`config.mk`:
```
export PLATFORM = sky130hd
export DESIGN_NAME = ball_motion
export DESIGN_NICKNAME = d
export VERILOG_FILES = /design/src/rtl/ball_motion.sv
export SDC_FILE = /design/constraint.sdc
export NUM_CORES = 1
export LEC_CHECK = 0
export ABC_AREA = 1
export CELL_PAD_IN_SITES_DETAIL_PLACEMENT = 2
export CELL_PAD_IN_SITES_GLOBAL_PLACEMENT = 2
export CORE_MARGIN = 2
export CORE_UTILIZATION = 32
export DETAILED_ROUTE_END_ITERATION = 6
export PLACE_DENSITY_LB_ADDON = 0.1
export SLEW_MARGIN = 20
export SYNTH_ARGS = -nofsm -noshare
export SYNTH_HDL_FRONTEND = slang
export SYNTH_SLANG_ARGS = --single-unit
export TNS_END_PERCENT = 5
```
`constraint.sdc`:
```
create_clock -name clk -period 3.6 [get_ports clk]
set_input_delay 0.9 -clock clk [delete_from_list [all_inputs] [get_ports clk]]
set_output_delay 0.9 -clock clk [all_outputs]
set_load 0.03 [all_outputs]
```
`src/rtl/ball_motion.sv`:
```
// Ball position stage: once per frame tick, erase the ball, step it one pixel,
// redraw it, then pulse logic_go and hold x/y while the collision logic runs.
module ball_motion #(
  parameter int         FRAME_TICKS = 833333,
  parameter int         LOGIC_WAIT  = 12,
  parameter logic [9:0] X_START     = 10'd80,
  parameter logic [9:0] Y_START     = 10'd100,
  parameter logic [2:0] BALL_COLOUR = 3'b111,
  parameter logic [2:0] BG_COLOUR   = 3'b000
) (
  input  logic       clk,
  input  logic       resetn,
  input  logic       enable,
  input  logic [9:0] x_max,
  input  logic [9:0] y_max,
  input  logic [9:0] size,
  input  logic       x_du,
  input  logic       y_du,
  output logic [9:0] x,
  output logic [9:0] y,
  output logic       logic_go,
  output logic       plot,
  output logic [9:0] vga_x,
  output logic [9:0] vga_y,
  output logic [2:0] colour,
  output logic       busy
);

  localparam int TW = (FRAME_TICKS > 1) ? $clog2(FRAME_TICKS) : 1;
  localparam int WW = (LOGIC_WAIT > 1) ? $clog2(LOGIC_WAIT) : 1;
  localparam logic [TW-1:0] TICK_LAST = TW'(FRAME_TICKS - 1);
  localparam logic [WW-1:0] WAIT_LAST = WW'((LOGIC_WAIT > 0) ? LOGIC_WAIT - 1 : 0);

  localparam logic [2:0] S_IDLE   = 3'd0;
  localparam logic [2:0] S_ERASE  = 3'd1;
  localparam logic [2:0] S_MOVE   = 3'd2;
  localparam logic [2:0] S_DRAW   = 3'd3;
  localparam logic [2:0] S_LOGIC  = 3'd4;
  localparam logic [2:0] S_SETTLE = 3'd5;

  logic [2:0]    state;
  logic [TW-1:0] tick;
  logic [WW-1:0] wcnt;
  logic [9:0]    px, py;
  logic [9:0]    x_lim, y_lim, x_next, y_next;
  logic          scanning, scan_last;

  // Saturating step; comparing against the limit avoids any x+1 overflow.
  assign x_lim  = x_max - size;
  assign y_lim  = y_max - size;
  assign x_next = x_du ? ((x >= x_lim) ? x_lim : x + 10'd1) : ((x == 10'd0) ? 10'd0 : x - 10'd1);
  assign y_next = y_du ? ((y >= y_lim) ? y_lim : y + 10'd1) : ((y == 10'd0) ? 10'd0 : y - 10'd1);

  assign scanning  = (state == S_ERASE) || (state == S_DRAW);
  assign scan_last = (size == 10'd0) || ((px == size - 10'd1) && (py == size - 10'd1));

  // Outputs decode from state so an async reset clears them immediately.
  assign plot     = scanning && (size != 10'd0);
  assign vga_x    = plot ? x + px : 10'd0;
  assign vga_y    = plot ? y + py : 10'd0;
  assign colour   = (state == S_DRAW) ? BALL_COLOUR : BG_COLOUR;
  assign logic_go = (state == S_LOGIC);
  assign busy     = (state != S_IDLE);

  always_ff @(posedge clk or negedge resetn) begin
    if (!resetn) begin
      state <= S_IDLE;
      tick  <= '0;
      wcnt  <= '0;
      px    <= '0;
      py    <= '0;
      x     <= X_START;
      y     <= Y_START;
    end else begin
      case (state)
        S_IDLE: begin
          if (!enable) begin
            tick <= '0;
          end else if (tick == TICK_LAST) begin
            tick  <= '0;
            state <= S_ERASE;
          end else begin
            tick <= tick + TW'(1);
          end
        end
        S_ERASE, S_DRAW: begin
          if (scan_last) begin
            px    <= '0;
            py    <= '0;
            state <= (state == S_ERASE) ? S_MOVE : S_LOGIC;
          end else if (px == size - 10'd1) begin
            px <= '0;
            py <= py + 10'd1;
          end else begin
            px <= px + 10'd1;
          end
        end
        S_MOVE: begin
          x     <= x_next;
          y     <= y_next;
          state <= S_DRAW;
        end
        S_LOGIC: state <= S_SETTLE;
        S_SETTLE: begin
          if (wcnt == WAIT_LAST) begin
            wcnt  <= '0;
            state <= S_IDLE;
          end else begin
            wcnt <= wcnt + WW'(1);
          end
        end
        default: state <= S_IDLE;
      endcase
    end
  end

endmodule

```
==> impl_results.md <==
- Total track usage: 0.315
- Pins over their slew limit: 0
- TritonCTS Buffers: 9
- Leak pwr: 0.00514 uW
- Synthesized flop and latch total: 67
- Instance count of the mapped netlist: 1071
- DR iter-0 viols: 625
- Hold Buf Count CTS: 0
- EDFF count, synth: 0
- Filler Cells Inserted: 2506
- Layout area overhead: 45.8%
- Critical path class: in -> reg
- Core area: 21900 um^2
- TNS Setup: -3410 ps
- Max Fclk: 261 MHz
- Avg Inst Size Synth: 6.67 um^2
- Most frequent cells in the layout: nand2_1 (223), buf_4 (159), inv_1 (121), nor2_1 (114), nand3_1 (87)
- Worst-path maximum fanout: 4
- Final WL: 43.2 mm
- Post-synth top flop: dfrtp_1
- Crit path DAT: 4120 ps
- Final setup vio count: 23
- Die area: 23500 um^2
- Headroom to the max-slew limit: 0.564
- RSZ-0062 raised after global routing: true
- Register area share after synthesis: 0.235
- Leading cell type in the layout, fill and taps excluded: nand2_1
- Vias in the first global route: 9968
- Period minus WS final: 3840 ps
- Netlist cell types: 47
- Global route total overflow: 0
- Setup ws final: -239 ps
- Post-Syn Area: 7150 um^2
- Failing checks: negative setup slack
- Area contributors post-synth: dfrtp_1 (22%), nand2_1 (13%), ha_1 (12%), xor2_1 (7.7%), inv_1 (7.0%)
- Cell taking the most area after synthesis: dfrtp_1
- CTS Buffer Depth: 2
- Critical Path Source Type: primary input
- Max VDD drop: 0.000207 V
- First-pass GRT wire length: 57.9 mm
- Worst R2R Path Depth: 12
- Worst skew pair latency: 370 ps
- Async SR Flop Fraction: 1.00
- Syn nets: 1176
- Area share of the largest cell type after synthesis: 0.217
- Initial DRT Pass Iterations: 5
- Rows: 54
- Outcome: finished with violations
- Power density cells: 284 nW/um^2
- Post-Synth Simple-Gate Area: 0.314
- Starting Density: 0.326
- H-tree depth: 3
- Nets@finish: 1401
- XOR/XNOR Fraction of Synth Area: 0.104
- CTS sink count: 67
- Hold slack: 514 ps
- Compound-Gate Fraction of Synth Area: 0.135
- Vias/cell: 5.80
- CTS tree: done
- Worst-path clk slew: 70 ps
- Post-DRT Antenna Nets: 0
- Tightest Pin Transition: 650 ps
- Post-Synth Adder-Cell Area: 0.127
- Mux cell area share after synthesis: 0
- Largest family of logic cells by synthesized area: simple AND/OR/NAND/NOR gates
- # DRC: 0
- Vias: 9173
- CP endpoint kind: flop
- Max-cap violations: 0
- Largest net degree at the start of global routing: 40
- Post-DP HPWL: 24.6 mm
- Worst endpoint required time: 3880 ps
- Number of port buffers: 80
- Yosys Warn Count: 0
- CTS root buf: clkbuf_16
- Die Wd: 153 um
- WL/cell: 27.3 um
- Fraction of the cycle the final worst path needs: 1.07
- Final Skew: 12.2 ps
- Final Hold Viols: 0
- Hold crit path type: in -> async
- Boundary Pins: 81
- Initial antenna violation count: 0
- Die height: 153 um
- ANT cells: 0
- Routability cong.: 0.848
- Share of cells above drive strength 1: 0.275
[synth_stat cells (2+ instances only)]
master       n
a31oi_1     14
xor2_1      63
o21ai_1      2
a22oi_1      2
inv_1      133
nand2_2      2
o2111ai_1    2
dfstp_2      5
nand2_1    240
fa_1         4
o21bai_1     2
nand3_1     92
nor3b_1      3
clkbuf_1    11
nor2_1     122
clkinv_1     2
o211ai_1     9
nor2_2       4
o31ai_1      3
nand4_1     15
nor4_1       5
a221oi_1     2
nand3b_1     3
nor2_4       2
inv_2        5
a21oi_1     71
or2_2        2
buf_4        2
o21ai_2      2
buf_2        5
nor3_1      27
o21ai_0     47
dfrtp_1     62
ha_1        66
xnor2_1     19
o22ai_1     10
[layout make-up]
| cell class | count | area (um^2) | share of cell area |
|---|---|---|---|
| flip-flops and latches | 67 | 1690 | 0.162 |
| clock buffers | 9 | 225 | 0.0216 |
| inverters | 141 | 544 | 0.0522 |
| well taps | 280 | 350 | 0.0336 |
| repair buffers | 232 | 1980 | 0.190 |
| multi-input cells | 845 | 5580 | 0.536 |
| clock inverters | 7 | 51.3 | 0.00492 |
[flip-flops by register name, summed over array words and instances (netlist names)]
signal and cells:
y 10, wcnt 4, px 10, x 10
py 10, state 3, tick 20
[power by group]
| part | switching (uW) | internal (uW) | total [uW] |
|---|---|---|---|
| combinational | 721 | 551 | 1270 |
| sequential | 19.6 | 760 | 779 |
| clock | 433 | 471 | 904 |
| total | 1170 | 1780 | 2950 |
[logic make-up after synthesis]
group                    Yosys count
AO/OA/AOI/OAI                    170
XOR/XNOR                          83
adder cells (fa/ha/maj)           70
buffers and inverters            159
flip-flops                        67
AND/OR/NAND/NOR                  522
[metrics by stage]
step           instances  instance area [um^2]   util  power, uW  worst slack, ps
2_1_floorplan       1071                  7150      -       1180             90.9
3_3_place_gp        1534                  9140  0.417       1560             -599
3_5_place_dp        1534                  9140  0.417       1610             -837
4_1_cts             1570                  9890  0.452       2660            -16.9
5_1_grt             1581                 10400  0.476       3040             -295
6_report            1581                 10400  0.476       2950             -239
[final timing paths]
kind / start / endpoint / slack, ps
worst min-delay path: resetn / x[8]$_DFFE_PN0P_ / 510
worst min register to register: wcnt[1]$_DFFE_PN0N_ / wcnt[1]$_DFFE_PN0N_ / 550
min in group clk: wcnt[1]$_DFFE_PN0N_ / wcnt[1]$_DFFE_PN0N_ / 550
max in group asynchronous: resetn / px[0]$_DFFE_PN0N_ / 2320
worst max-delay path: x_max[3] / x[8]$_DFFE_PN0P_ / -240
worst max register to register: x[0]$_DFFE_PN0P_ / x[7]$_DFFE_PN0P_ / 500
[worst max-delay path: stages]
cell	delay, ps
dlygate4sd2_1	310
ha_4	290
buf_4	150
a21oi_1	180
o21ai_1	110
buf_4	170
a21oi_2	180
xor2_2	250
ha_1	310
nand2_1	140
nor2_4	50
o211ai_1	160
nand3_2	210
buf_6	190
buf_4	130
nand2_1	110
nand2_1	90
a22oi_2	140
[timing repair]
item | 4_1_cts | 5_1_grt
setup endpoints to repair | 41 | 39
endpoints found under the hold margin | 0 | 0
gates cloned | 1 | 0
setup buffers | 19 | 11
resized for setup | 114 | 115
pin swaps | 49 | 40
[routing by layer]
metal | vias to the layer above | share of wire | GRT usage | routed length, um
li1 | 3984 | - | - | -
met1 | 4658 | 0.39 | 0.379 | 16900
met2 | 368 | 0.50 | 0.558 | 21600
met3 | 163 | 0.046 | 0.0397 | 2010
met4 | 0 | 0.064 | 0.146 | 2790
met5 | - | 0 | 0 | 0
No activity file was read; power rests on OpenSTA's default activity.
